`src/rtl/acc_job_arbiter.sv`:
```
// Round-robin arbiter that shares one accumulate datapath between N_REQ requesters.
// A RUN-state watchdog aborts any job whose datapath never reports done.
module acc_job_arbiter #(
    parameter int N_REQ   = 4,
    parameter int CNT_W   = 5,
    parameter int TIMEOUT = 64
) (
    input  logic                   clk,
    input  logic                   rst,
    input  logic [N_REQ-1:0]       req,
    input  logic [N_REQ*CNT_W-1:0] len_flat,
    output logic [N_REQ-1:0]       gnt,
    output logic [N_REQ-1:0]       ack,
    output logic                   err,
    output logic                   busy,
    output logic                   dp_load,
    output logic [CNT_W-1:0]       dp_len,
    output logic                   dp_clr,
    input  logic                   dp_done
);
    localparam int IDX_W = $clog2(N_REQ);
    localparam int WD_W  = $clog2(TIMEOUT);

    typedef enum logic [2:0] {
        IDLE,
        GRANT,
        LOAD,
        RUN,
        DONE
    } state_t;

    state_t           state_reg;
    logic [IDX_W-1:0] rr_ptr_reg;
    logic [IDX_W-1:0] win_reg;
    logic [CNT_W-1:0] len_reg;
    logic [WD_W-1:0]  wdog_reg;
    logic [N_REQ-1:0] gnt_reg;
    logic [N_REQ-1:0] ack_reg;
    logic             err_reg;
    logic             busy_reg;
    logic             dp_load_reg;
    logic [CNT_W-1:0] dp_len_reg;
    logic             dp_clr_reg;

    logic [CNT_W-1:0] len_arr [N_REQ];
    logic [IDX_W-1:0] cand_idx [N_REQ];
    logic [N_REQ-1:0] cand_req;
    logic [IDX_W-1:0] arb_idx_next;
    logic [IDX_W-1:0] rr_ptr_next;

    // Candidate gi is the requester gi places after the round-robin pointer.
    genvar gi;
    generate
        for (gi = 0; gi < N_REQ; gi++) begin : g_lane
            logic [IDX_W:0] sum;
            assign len_arr[gi]  = len_flat[gi*CNT_W +: CNT_W];
            assign sum          = {1'b0, rr_ptr_reg} + (IDX_W+1)'(gi);
            assign cand_idx[gi] = (sum >= (IDX_W+1)'(N_REQ))
                                  ? IDX_W'(sum - (IDX_W+1)'(N_REQ))
                                  : sum[IDX_W-1:0];
            assign cand_req[gi] = req[cand_idx[gi]];
        end
    endgenerate

    // Scan from the far end so the nearest requesting candidate wins.
    always_comb begin
        arb_idx_next = cand_idx[0];
        for (int k = N_REQ - 1; k >= 0; k--) begin
            if (cand_req[k]) begin
                arb_idx_next = cand_idx[k];
            end
        end
    end

    assign rr_ptr_next = (win_reg == IDX_W'(N_REQ - 1)) ? '0 : win_reg + IDX_W'(1);

    always_ff @(posedge clk or posedge rst) begin
        if (rst) begin
            state_reg   <= IDLE;
            rr_ptr_reg  <= '0;
            win_reg     <= '0;
            len_reg     <= '0;
            wdog_reg    <= '0;
            gnt_reg     <= '0;
            ack_reg     <= '0;
            err_reg     <= 1'b0;
            busy_reg    <= 1'b0;
            dp_load_reg <= 1'b0;
            dp_len_reg  <= '0;
            dp_clr_reg  <= 1'b0;
        end else begin
            ack_reg     <= '0;
            err_reg     <= 1'b0;
            dp_load_reg <= 1'b0;
            dp_clr_reg  <= 1'b0;
            case (state_reg)
                IDLE: begin
                    if (|req) begin
                        state_reg <= GRANT;
                        win_reg   <= arb_idx_next;
                        len_reg   <= len_arr[arb_idx_next];
                        gnt_reg   <= N_REQ'(1) << arb_idx_next;
                        busy_reg  <= 1'b1;
                    end
                end
                GRANT: begin
                    // Zero-length jobs complete without touching the datapath.
                    if (len_reg == '0) begin
                        state_reg <= DONE;
                        ack_reg   <= gnt_reg;
                    end else begin
                        state_reg   <= LOAD;
                        dp_load_reg <= 1'b1;
                        dp_len_reg  <= len_reg;
                        wdog_reg    <= '0;
                    end
                end
                LOAD: begin
                    state_reg <= RUN;
                    wdog_reg  <= '0;
                end
                RUN: begin
                    if (dp_done) begin
                        state_reg  <= DONE;
                        ack_reg    <= gnt_reg;
                        dp_clr_reg <= 1'b1;
                    end else if (wdog_reg == WD_W'(TIMEOUT - 1)) begin
                        state_reg  <= DONE;
                        ack_reg    <= gnt_reg;
                        err_reg    <= 1'b1;
                        dp_clr_reg <= 1'b1;
                    end else begin
                        wdog_reg <= wdog_reg + WD_W'(1);
                    end
                end
                DONE: begin
                    state_reg  <= IDLE;
                    gnt_reg    <= '0;
                    busy_reg   <= 1'b0;
                    rr_ptr_reg <= rr_ptr_next;
                end
                default: begin
                    state_reg <= IDLE;
                end
            endcase
        end
    end

    assign gnt     = gnt_reg;
    assign ack     = ack_reg;
    assign err     = err_reg;
    assign busy    = busy_reg;
    assign dp_load = dp_load_reg;
    assign dp_len  = dp_len_reg;
    assign dp_clr  = dp_clr_reg;

endmodule

```
`config.mk`:
```
export PLATFORM = sky130hd
export DESIGN_NAME = acc_job_arbiter
export DESIGN_NICKNAME = d
export VERILOG_FILES = /design/src/rtl/acc_job_arbiter.sv
export SDC_FILE = /design/constraint.sdc
export NUM_CORES = 1
export LEC_CHECK = 0
export ABC_CLOCK_PERIOD_IN_PS = 3700
export BUFFER_PORTS_ARGS = -buffer_cell sky130_fd_sc_hd__buf_2
export CAP_MARGIN = 15
export CORE_ASPECT_RATIO = 1.5
export CORE_UTILIZATION = 50
export CTS_CLUSTER_DIAMETER = 150
export DETAILED_ROUTE_END_ITERATION = 7
export HOLD_SLACK_MARGIN = 0.02
export PLACE_DENSITY = 0.8
export RECOVER_POWER = 25
export SLEW_MARGIN = 0
export SYNTH_ARGS = -nofsm -noshare
export SYNTH_HDL_FRONTEND = slang
export SYNTH_SLANG_ARGS = --single-unit
```
`constraint.sdc`:
```
create_clock -name clk -period 3.7 [get_ports clk]
set_input_delay 0.555 -clock clk [delete_from_list [all_inputs] [get_ports clk]]
set_output_delay 0.555 -clock clk [all_outputs]
set_load 0.02 [all_outputs]
```
==> results.txt, run 1 <==
----------------------------------------------------
[Run status]
  Outcome ... complete, no violations

[Placed design]
  Global placer's final weighted congestion ... 0.786
  Input/output buffers ... 43
  Cell area after placement ... 1940 um^2
  Placed wire-length estimate ... 2.59 mm
  Placement Setup Slack ... 1.51 ns

[Clock network]
  Total CTS buffers ... 5
  Latest clock arrival within the worst-skew pair ... 0.29 ns
  Number of H-tree levels ... 2
  Hold-fix buffers at CTS ... 0
  Clock buffer depth ... 2
  Number of buffers inserted to repair setup after CTS ... 0
  Number of sinks on the clock net ... 35
  Post_cts resized ... 0
  CTS tree ... yes
  Clock root buffer ... clkbuf_8
  Clock-pin slew of the registers on the worst-case setup and hold paths ... 0.07 ns

[Yosys]
  Synthesized instance count ... 170
  Async SR Flop Fraction ... 100%
  Syn_area_per_cell ... 9.97 um^2
  Post-synthesis net count ... 199
  Seq/Total Area, Yosys ... 51.7%
  Post-Syn Area ... 1700 um^2
  Top cell type by total area after synthesis ... dfrtp_1
  Number of flops mapped to enable cells by yosys ... 0
  Cells taking the most area after synthesis ... dfrtp_1 (52%), nor2_1 (4.2%), a21oi_1 (2.7%), inv_1 (2.7%), mux2_2 (2.7%)
  Yosys warns ... 0
  Most common library cells after synthesis ... dfrtp_1 (35), nor2_1 (19), inv_1 (12)
  Synth cell types ... 39
  Cell with the most instances after synthesis ... dfrtp_1
  Area share of the largest cell type after synthesis ... 51.7%
  Main synth FF type ... dfrtp_1
  Post-synthesis sequential element count ... 35

[Setup path]
  Delay of the slowest cell on the worst path ... 0.61 ns
  R2r setup slk ... 1.58 ns
  Startpoint types ... flop
  Crit-path slowest cell ... a311oi_1
  Critical path launch point ... wdog_reg[0]
  Critical setup path kind ... reg -> reg
  Crit Reg-Reg Startpoint ... wdog_reg[0]
  Highest fanout seen on the critical path ... 9
  Required time of the critical path ... 3.86 ns
  Cell depth of the worst flop-to-flop path ... 6
  Worst setup EP type ... flop
  End point of the critical path ... wdog_reg[5]
  Endpoint of the worst register-to-register path ... wdog_reg[5]
  Worst path arrival time ... 2.28 ns
  Critical Path, Cell by Cell ... ha_1 > and3_1 > a311oi_1 > o31ai_4 > o21ai_0 > o41ai_1

[Layout]
  Diode insertion count for antenna repair ... 0
  Area occupied by multi-input gates ... 751 um^2
  Max reg flops ... 6
  Number of inserted filler cells in the final layout ... 279
  Fraction of final layout cells sized beyond drive strength 1 ... 27.9%
  Post-route standard cell area excluding fillers ... 2030 um^2
  Final layout net count ... 244
  Register cell area after layout ... 876 um^2
  Growth of design area from synthesis to finish ... 19.6%

[Timing]
  Slew margin rel. ... 40.6%
  Clock period minus worst slack ... 2.12 ns
  Total of endpoints with negative setup slack in the final report ... 0
  Slew at the pin closest to its max-slew limit ... 0.891 ns
  Total negative setup slack ... 0 ns
  Max Fclk ... 471 MHz
  Total count of hold-check failures in the final report ... 0
  Ratio of final minimum period to clock period ... 57.4%
  Unrepaired setup endpoints after global routing ... false
  Final-report max-slew violation count ... 0
  Post-route clock skew ... 0.00604 ns
  Post-layout worst setup margin ... 1.58 ns

[Routing]
  ANT nets after route ... 0
  Overall via count from detail_route ... 1448
  Routed WL per cell ... 13.6 um
  Number of vias per cell ... 5.68
  Total Routed Length ... 3.47 mm
  Number of DRC markers in iteration 0 ... 35
  Router iterations before antenna repair ... 5
  # DRC ... 0

[Global route]
  Overflow after GRT ... 0
  Wire length of the first global-routing pass ... 6.18 mm
  Number of antenna violations at the first check in global routing ... 0
  Pin count of the biggest net entering global routing ... 23
  All-Layer GR Usage ... 22.9%
  Vias in the first global route ... 1335

[Die]
  Count of boundary I/O pins ... 44
  Total die area ... 3630 um^2
  Cell Rows ... 25
  Floorplan core area ... 3190 um^2
  Effective utilization at floorplan ... 53.1%
  Die Span Y ... 73.3 um
  Die width ... 49.5 um

[Power and ir drop]
  Max IR drop VDD ... 0.465 mV
  Power density normalized to cell area ... 775 nW/um^2
  Leakage power ... 1.01 nW

[Job]
  Maximum Capacitance Violations ... 0

[Min path]
  Kind of path behind the tightest hold check ... in -> async

----------------------------------------------------
## metrics by stage
step                hold slack [ns]  utilization [%]  instances  total power, W
floorplan                     0.437                -        170         0.00112
global placement              0.471             60.9        248         0.00129
detailed placement            0.468             60.9        248         0.00130
CTS                           0.376             63.7        255         0.00158
global route                  0.423             63.6        255         0.00170
finish                        0.357             63.6        255         0.00157
## cell type report
type                       count  share of cell area [%]
sequential                    35                    43.2
inverter                      12                    2.22
clock buffer                   6                    4.07
multi-input combinational    117                    37.0
timing repair buffer          44                    10.8
tap                           40                    2.47
clock inverter                 1                   0.247
## how the worst min path moves through the flow
stage,endpoint,cells past startpoint,from
floorplan,state_reg[0],1,state_reg[2]
global placement,busy,2,busy
detailed placement,busy,2,busy
CTS,win_reg[1],2,rst
global route,win_reg[1],2,rst
finish,win_reg[1],2,rst
## logic make-up after synthesis
group / Yosys count / share of synthesized area (%)
buffers and inverters: 18 / 4.06
flip-flops: 35 / 51.7
AND/OR/NAND/NOR: 59 / 18.0
adder cells (fa/ha/maj): 2 / 1.48
AO/OA/AOI/OAI: 51 / 21.6
multiplexers: 5 / 3.25
## worst max-delay path, delay by kind of cell (launching register included)
| kind | cells | cell delay [ns] |
|---|---|---|
| compound gates | 4 | 1.11 |
| flops | 1 | 0.41 |
| fa+ha+maj | 1 | 0.23 |
| simple gates | 1 | 0.23 |
## layer usage
metal / global-route usage [%] / vias to the layer above / wire length [um]
li1: - / 713 / -
met1: 25.4 / 671 / 1360
met3: 6.00 / 7 / 182
met5: 0 / - / 0
met2: 41.0 / 57 / 1860
met4: 9.52 / 0 / 64
## report_power, final
group          total [W]  switching (W)  internal, W
logic           0.000670       0.000416     0.000254
clock network   0.000272       0.000127     0.000146
registers       0.000629       0.000108     0.000521
## cell usage in the layout, fill, tap and decap left out, drive strengths merged, types with 6 or more instances in the layout
master,n
a21oi,9
a31oi,6
buf,43
clkbuf,7
dfrtp,35
inv,12
nand2,7
nand3,8
nor2,19
o21ai,8
o31ai,7
Power figures use the tool's default switching activity.
==> run 2: changes to the inputs <==
Settings changed: ABC_AREA set to 1, ABC_CLOCK_PERIOD_IN_PS 3700 to 2200, PLACE_DENSITY 0.8 to 0.79.
Clock period 3.7 ns to 2.2 ns, I/O delays scaled along.
==> run 2 against run 1 <==
The flow now finishes with violations (max-capacitance violations, max-slew violations). Register-to-register slack got worse by 1.2 ns. Global-route usage fell by 1.5 points. Combinational power rose to 2.8 times the previous value. Critical path depth rose by 9. Core utilization fell by 1.1 points. Synthesized cell count rose by 50%. Clock-buffer cell count fell by 1. Hold slack got worse by 0.15 ns. Non-clock buffer count rose by 3. Fmax rose by 15%. Final cell count rose by 38%. Flip-flop and latch count did not move. Critical endpoint is now len_reg[4].
==> results.txt, run 2 <==
----------------------------------------------------
[Setup path]
  Worst path arrival time ... 2.02 ns (-0.26 ns)
  Worst setup EP type ... flop
  Startpoint types ... flop
  Required time of the critical path ... 2.38 ns (-1.48 ns)
  Critical setup path kind ... reg -> reg
  Highest fanout seen on the critical path ... 8 (-1)
  Critical path launch point ... rr_ptr_reg[0]
  Crit Reg-Reg Startpoint ... rr_ptr_reg[0]

[Yosys]
  Synthesized instance count ... 255 (+50%)
  Number of flops mapped to enable cells by yosys ... 0 (unchanged)
  Yosys warns ... 0 (unchanged)
  Most common library cells after synthesis ... nand2_1 (79), inv_1 (37), dfrtp_1 (35)
  Cells taking the most area after synthesis ... dfrtp_1 (45%), nand2_1 (15%), nand3_1 (7.8%), inv_1 (7.2%), nand2_4 (3.5%)
  Area share of the largest cell type after synthesis ... 45.3% (-6.4 points)
  Synth cell types ... 27 (-31%)
  Cell with the most instances after synthesis ... nand2_1
  Async SR Flop Fraction ... 100% (unchanged)
  Post-synthesis sequential element count ... 35 (unchanged)
  Post-Syn Area ... 1930 um^2 (+14%)
  Top cell type by total area after synthesis ... dfrtp_1
  Syn_area_per_cell ... 7.58 um^2 (-24%)
  Post-synthesis net count ... 284 (+43%)
  Seq/Total Area, Yosys ... 45.3% (-6.4 points)
  Main synth FF type ... dfrtp_1

[Routing]
  Routed WL per cell ... 10.9 um (-20%)
  Number of DRC markers in iteration 0 ... 33 (-5.7%)
  Total Routed Length ... 3.81 mm (+9.9%)
  ANT nets after route ... 0 (unchanged)
  Overall via count from detail_route ... 1722 (+19%)
  Router iterations before antenna repair ... 4 (-1)
  # DRC ... 0 (unchanged)
  Number of vias per cell ... 4.91 (-14%)

[Clock network]
  Clock root buffer ... clkbuf_8
  Post_cts resized ... 0 (unchanged)
  Number of H-tree levels ... 2 (unchanged)
  Hold-fix buffers at CTS ... 0 (unchanged)
  CTS tree ... yes
  Clock buffer depth ... 2 (unchanged)
  Latest clock arrival within the worst-skew pair ... 0.29 ns (about the same)
  Number of sinks on the clock net ... 35 (unchanged)
  Clock-pin slew of the registers on the worst-case setup and hold paths ... 0.07 ns (about the same)
  Number of buffers inserted to repair setup after CTS ... 0 (unchanged)
  Total CTS buffers ... 5 (unchanged)

[Timing]
  Total negative setup slack ... 0 ns (unchanged)
  Ratio of final minimum period to clock period ... 83.8% (+26 points)
  Unrepaired setup endpoints after global routing ... false
  Post-route clock skew ... 0.00711 ns (+0.00107 ns)
  Max Fclk ... 543 MHz (+15%)
  Total count of hold-check failures in the final report ... 0 (unchanged)
  Slew margin rel. ... -20.6% (-61 points)
  Clock period minus worst slack ... 1.84 ns (-0.279 ns)
  Post-layout worst setup margin ... 0.357 ns (-1.22 ns)
  Slew at the pin closest to its max-slew limit ... 1.81 ns (+0.918 ns)
  Final-report max-slew violation count ... 36 (+36)
  Total of endpoints with negative setup slack in the final report ... 0 (unchanged)

[Die]
  Die width ... 52.8 um (+6.5%)
  Die Span Y ... 78.2 um (+6.6%)
  Total die area ... 4120 um^2 (+14%)
  Floorplan core area ... 3680 um^2 (+15%)
  Cell Rows ... 27 (+8.0%)
  Effective utilization at floorplan ... 52.5% (-0.64 points)
  Count of boundary I/O pins ... 44 (unchanged)

[Layout]
  Post-route standard cell area excluding fillers ... 2300 um^2 (+13%)
  Number of inserted filler cells in the final layout ... 367 (+32%)
  Growth of design area from synthesis to finish ... 19.0%
  Final std cells w/o fill ... 351 (+38%)
  Final layout net count ... 336 (+38%)
  Highest-count cells in the layout ignoring fill and taps ... nand2_1 (79), buf_2 (43), inv_1 (37)
  Most common library cell in the layout ignoring fill and taps ... nand2_1
  Fraction of final layout cells sized beyond drive strength 1 ... 24.0% (-3.9 points)
  Max reg flops ... 6 (unchanged)
  Diode insertion count for antenna repair ... 0 (unchanged)

[Power and ir drop]
  Logic gate share of total power ... 55.8% (+13 points)
  Power density normalized to cell area ... 1440 nW/um^2 (+86%)
  Leakage power ... 1.30 nW (+29%)
  Overall power after layout ... 0.00332 W (+110%)
  Portion of total power attributed to sequential cells ... 31.0% (-9.0 points)
  Switching share of total power ... 48.5% (+7.0 points)
  Max IR drop VDD ... 0.932 mV (+100%)
  Clk pwr share ... 13.1% (-4.2 points)
  Internal power ... 0.00171 W (+86%)
  Switching power of the nets ... 0.00161 W (+150%)

[Run status]
  Violated checks ... max-capacitance violations, max-slew violations
  Outcome ... finished with violations

[Global route]
  All-Layer GR Usage ... 21.5% (-1.5 points)
  Vias in the first global route ... 1558 (+17%)
  Overflow after GRT ... 0 (unchanged)
  Wire length of the first global-routing pass ... 6.56 mm (+6.0%)
  Number of antenna violations at the first check in global routing ... 0 (unchanged)
  Pin count of the biggest net entering global routing ... 36 (+57%)

[Placed design]
  Cell area after placement ... 2220 um^2 (+14%)
  Placed cell count ... 343 (+38%)
  Placed wire-length estimate ... 3.00 mm (+16%)
  Placement Setup Slack ... 0.0354 ns (-1.48 ns)
  Input/output buffers ... 43 (unchanged)
  Global placer's final weighted congestion ... 0.816 (+3.8%)

[Min path]
  Kind of path behind the tightest hold check ... in -> reg
  Worst min-delay path startpoint ... dp_done

[Job]
  Maximum Capacitance Violations ... 1 (+1)

----------------------------------------------------
[run 2: layout make-up]
type	instances	area, um^2	area share, %
multi-input combinational	175	885	38.4
inverter	43	161	7.01
clock inverter	3	15.0	0.653
tap	43	53.8	2.34
clock buffer	5	68.8	2.99
sequential	35	876	38.1
timing repair buffer	47	241	10.5
[run 2: final timing paths]
path / slack, ns / to / cells past startpoint
worst max register to register: 0.36 / len_reg[4] / 15
min in group asynchronous: 0.67 / dp_len[4] / 3
worst max-delay path: 0.36 / len_reg[4] / 15
worst min register to register: 0.48 / dp_len[0] / 2
worst min-delay path: 0.21 / err / 2
max in group asynchronous: 0.48 / ack[0] / 3
[run 2: kinds of logic after synthesis]
| kind of cell | after synthesis | synth area share (%) |
|---|---|---|
| buf+inv | 45 | 9.19 |
| fa+ha+maj | 2 | 1.29 |
| flops | 35 | 45.3 |
| xor+xnor | 2 | 0.906 |
| simple gates | 149 | 36.7 |
| compound gates | 22 | 6.60 |
[run 2: worst max-delay path, cell delays in order (launching register included)]
cell,delay [ns]
dfrtp_1,0.47
buf_4,0.20
nand2_1,0.08
nand3_1,0.10
nand2_1,0.08
clkinv_1,0.06
nand2_2,0.07
nand2_4,0.08
nand2_4,0.09
nand2_4,0.09
nand2_4,0.11
nand2_1,0.06
nand3_1,0.07
nand2_1,0.06
nand2_1,0.06
nand2_1,0.05
[run 2: layer usage]
metal / vias to the layer above / wire length (um) / track usage, %
met4: 0 / 81 / 9.47
met5: - / 0 / 0
met2: 36 / 2080 / 37.5
met1: 772 / 1530 / 24.7
li1: 908 / - / -
met3: 6 / 115 / 3.49
[run 2: metrics by stage]
step / hold WS [ns] / utilization [%]
5_1_grt: 0.235 / 62.5
3_3_place_gp: 0.439 / 60.2
6_report: 0.208 / 62.5
3_5_place_dp: 0.451 / 60.2
2_1_floorplan: 0.403 / -
4_1_cts: 0.138 / 62.5
[run 2: power groups by stage]
stage | clock [W] | sequential, W | combinational (W)
2_1_floorplan | 0 | 0.00112 | 0.00135
3_3_place_gp | 0 | 0.00103 | 0.00183
3_5_place_dp | 0 | 0.00104 | 0.00186
4_1_cts | 0.000445 | 0.00103 | 0.00187
5_1_grt | 0.000470 | 0.00106 | 0.00212
6_report | 0.000436 | 0.00103 | 0.00185
==> run 3: changes to the inputs <==
Settings changed: ABC_CLOCK_PERIOD_IN_PS 2200 to 1700.
Clock period 2.2 ns to 1.7 ns, I/O delays scaled along.
==> run 3 against run 2 <==
Final cell count is 3.7% higher. Worst setup slack lost 0.38 ns. Via count increased by 7.5%. Non-clock buffer count rose by 13. Flip-flop and latch count did not move. Hold slack worse by 0.082 ns. Clock power up 79%. Largest cell class unchanged. Global-route usage is 1.3 points higher. Clock skew shrank 0.00097 ns. The run ends with negative setup slack left. Sequential share of layout area fell by 4.5 points.
==> results.txt, run 3 (synthesized netlist as in run 2, its figures left out) <==
----------------------------------------------------
[Run status]
  Outcome ... finished with violations
  Violated checks ... negative setup slack

[Power and ir drop]
  Leakage power ... 1.41 nW (+8.2%)
  Portion of total power attributed to sequential cells ... 26.0% (-5.0 points)
  Logic gate share of total power ... 58.9% (+3.1 points)
  Switching power of the nets ... 0.00241 W (+50%)
  Max IR drop VDD ... 1.63 mV (+75%)
  Overall power after layout ... 0.00515 W (+55%)
  Clk pwr share ... 15.1% (+2.0 points)
  Internal power ... 0.00274 W (+60%)
  Power density normalized to cell area ... 1970 nW/um^2 (+37%)
  Switching share of total power ... 46.8% (-1.7 points)

[Placed design]
  Placement Setup Slack ... -0.0597 ns (-0.0950 ns)
  Global placer's final weighted congestion ... 0.855 (+4.7%)
  Placed wire-length estimate ... 3.10 mm (+3.1%)
  Input/output buffers ... 43 (unchanged)

[Timing]
  Final-report max-slew violation count ... 0 (-100%)
  Slew margin rel. ... 43.4% (+64 points)
  Slew at the pin closest to its max-slew limit ... 0.848 ns (-0.961 ns)
  Post-route clock skew ... 0.00614 ns (-0.000967 ns)
  Unrepaired setup endpoints after global routing ... true
  Max Fclk ... 581 MHz (+7.0%)
  Ratio of final minimum period to clock period ... 101% (+18 points)
  Total negative setup slack ... -0.0516 ns (-0.0516 ns)
  Total of endpoints with negative setup slack in the final report ... 4 (+4)
  Post-layout worst setup margin ... -0.0225 ns (-0.379 ns)
  Total count of hold-check failures in the final report ... 0 (unchanged)
  Clock period minus worst slack ... 1.72 ns (-0.121 ns)
  Smallest hold slack ... 0.127 ns (-0.0817 ns)

[Clock network]
  Clock root buffer ... clkbuf_8
  Number of H-tree levels ... 2 (unchanged)
  Hold-fix buffers at CTS ... 0 (unchanged)
  Number of sinks on the clock net ... 35 (unchanged)
  CTS tree ... yes
  Total CTS buffers ... 5 (unchanged)
  Clock-pin slew of the registers on the worst-case setup and hold paths ... 0.07 ns (about the same)
  Latest clock arrival within the worst-skew pair ... 0.29 ns (about the same)
  Clock buffer depth ... 2 (unchanged)

[Routing]
  Number of DRC markers in iteration 0 ... 62 (+88%)
  Routed WL per cell ... 12.3 um (+13%)
  Overall via count from detail_route ... 1852 (+7.5%)
  ANT nets after route ... 0 (unchanged)
  Total Routed Length ... 4.48 mm (+17%)
  Number of vias per cell ... 5.09 (+3.7%)
  # DRC ... 0 (unchanged)
  Router iterations before antenna repair ... 4 (unchanged)

[Setup path]
  Worst path arrival time ... 1.91 ns (-0.11 ns)
  Highest fanout seen on the critical path ... 8 (unchanged)
  Critical setup path kind ... reg -> reg
  Required time of the critical path ... 1.89 ns (-0.49 ns)
  Startpoint types ... flop
  Worst setup EP type ... flop
  R2r setup slk ... -0.02 ns (-0.38 ns)

[Layout]
  Most common library cell in the layout ignoring fill and taps ... nand2_1
  Fraction of final layout cells sized beyond drive strength 1 ... 36.8% (+13 points)
  Max reg flops ... 6 (unchanged)
  Layout Utilization ... 70.9% (+8.5 points)
  Final layout net count ... 349 (+3.9%)
  Diode insertion count for antenna repair ... 0 (unchanged)
  Highest-count cells in the layout ignoring fill and taps ... nand2_1 (65), buf_2 (43), inv_1 (36)
  Growth of design area from synthesis to finish ... 35.1%
  Number of inserted filler cells in the final layout ... 298 (-19%)

[Global route]
  Wire length of the first global-routing pass ... 6.93 mm (+5.7%)
  Overflow after GRT ... 0 (unchanged)
  Pin count of the biggest net entering global routing ... 36 (unchanged)
  All-Layer GR Usage ... 22.7% (+1.3 points)
  Number of antenna violations at the first check in global routing ... 0 (unchanged)
  Vias in the first global route ... 1661 (+6.6%)

[Die]
  Total die area ... 4120 um^2 (unchanged)
  Die width ... 52.8 um (unchanged)
  Floorplan core area ... 3680 um^2 (unchanged)
  Cell Rows ... 27 (unchanged)
  Die Span Y ... 78.2 um (unchanged)
  Effective utilization at floorplan ... 52.5% (unchanged)
  Count of boundary I/O pins ... 44 (unchanged)

[Job]
  Maximum Capacitance Violations ... 0 (-1)

[Min path]
  Kind of path behind the tightest hold check ... in -> reg

----------------------------------------------------
==> run 3: cell count changes in the layout (fill, tap and decap cells not counted), moves of 2 or more <==
| cell | previous run | this run |
|---|---|---|
| nand2_1 | 79 | 65 |
| nand2_2 | 4 | 16 |
| buf_4 | 3 | 14 |
| nand3_1 | 30 | 24 |
| nand3_2 | 0 | 6 |
| and3_1 | 2 | 0 |
| and3_4 | 0 | 2 |
| buf_6 | 0 | 2 |
| clkinv_2 | 3 | 1 |
| inv_4 | 0 | 2 |
| nand2_8 | 0 | 2 |
| o31ai_1 | 2 | 0 |
| o31ai_4 | 0 | 2 |
==> run 3: path summary, 6_finish.rpt <==
check,startpoint,depth (start not counted),end
min in group asynchronous,rst,3,dp_load
hold reg to reg,len_reg[4],2,len_reg[4]
setup reg to reg,rr_ptr_reg[0],13,len_reg[4]
hold / removal,dp_done,2,err
setup / recovery,rr_ptr_reg[0],13,len_reg[4]
max in group asynchronous,rst,3,rr_ptr_reg[0]
==> run 3: power by group through the flow <==
stage               Sequential, W  Combinational (W)  Clock (W)
floorplan                 0.00145            0.00174          0
global placement          0.00133            0.00242          0
detailed placement        0.00134            0.00246          0
CTS                       0.00133            0.00250   0.000784
global route              0.00138            0.00337   0.000821
finish                    0.00134            0.00303   0.000779
==> run 3: through the flow <==
| stage | instance area, um^2 | std cells |
|---|---|---|
| 4_1_cts | 2390 | 357 |
| 6_report | 2610 | 364 |
| 3_3_place_gp | 2250 | 348 |
| 5_1_grt | 2610 | 364 |
| 2_1_floorplan | 1930 | 255 |
| 3_5_place_dp | 2250 | 348 |
==> run 3: cell type report <==
| type | instances | area (um^2) | area share [%] |
|---|---|---|---|
| tap | 43 | 53.8 | 2.06 |
| clock buffer | 6 | 82.6 | 3.16 |
| sequential | 35 | 877 | 33.6 |
| multi-input combinational | 175 | 1050 | 40.2 |
| timing repair buffer | 60 | 348 | 13.3 |
| clock inverter | 2 | 35.0 | 1.34 |
| inverter | 43 | 166 | 6.37 |
==> run 3: routing by layer <==
layer | vias up | global-route usage, % | share of wire [%]
li1 | 929 | - | -
met5 | - | 0 | 0
met2 | 52 | 40.8 | 54
met3 | 5 | 4.26 | 3.6
met1 | 866 | 25.0 | 40
met4 | 0 | 9.47 | 1.9
==> run 3: critical path, cell delays in order (launching register included) <==
cell and delay (ns):
dfrtp_2 0.46, buf_6 0.15, o21ai_4 0.12, nand2_1 0.07, nand2_1 0.07, nand2_2 0.06, nand2_4 0.11, nand3_4 0.17
nand2_8 0.13, nand2_1 0.05, nand3_1 0.06, nand2_1 0.05, nand2_1 0.05, nand2_1 0.04
==> run 3: timing repair <==
| action | in CTS | in global routing |
|---|---|---|
| gates resized for setup | 3 | 42 |
| pin swaps | 1 | 19 |
| setup buffers | 1 | 7 |
| setup endpoints to repair | 9 | 16 |
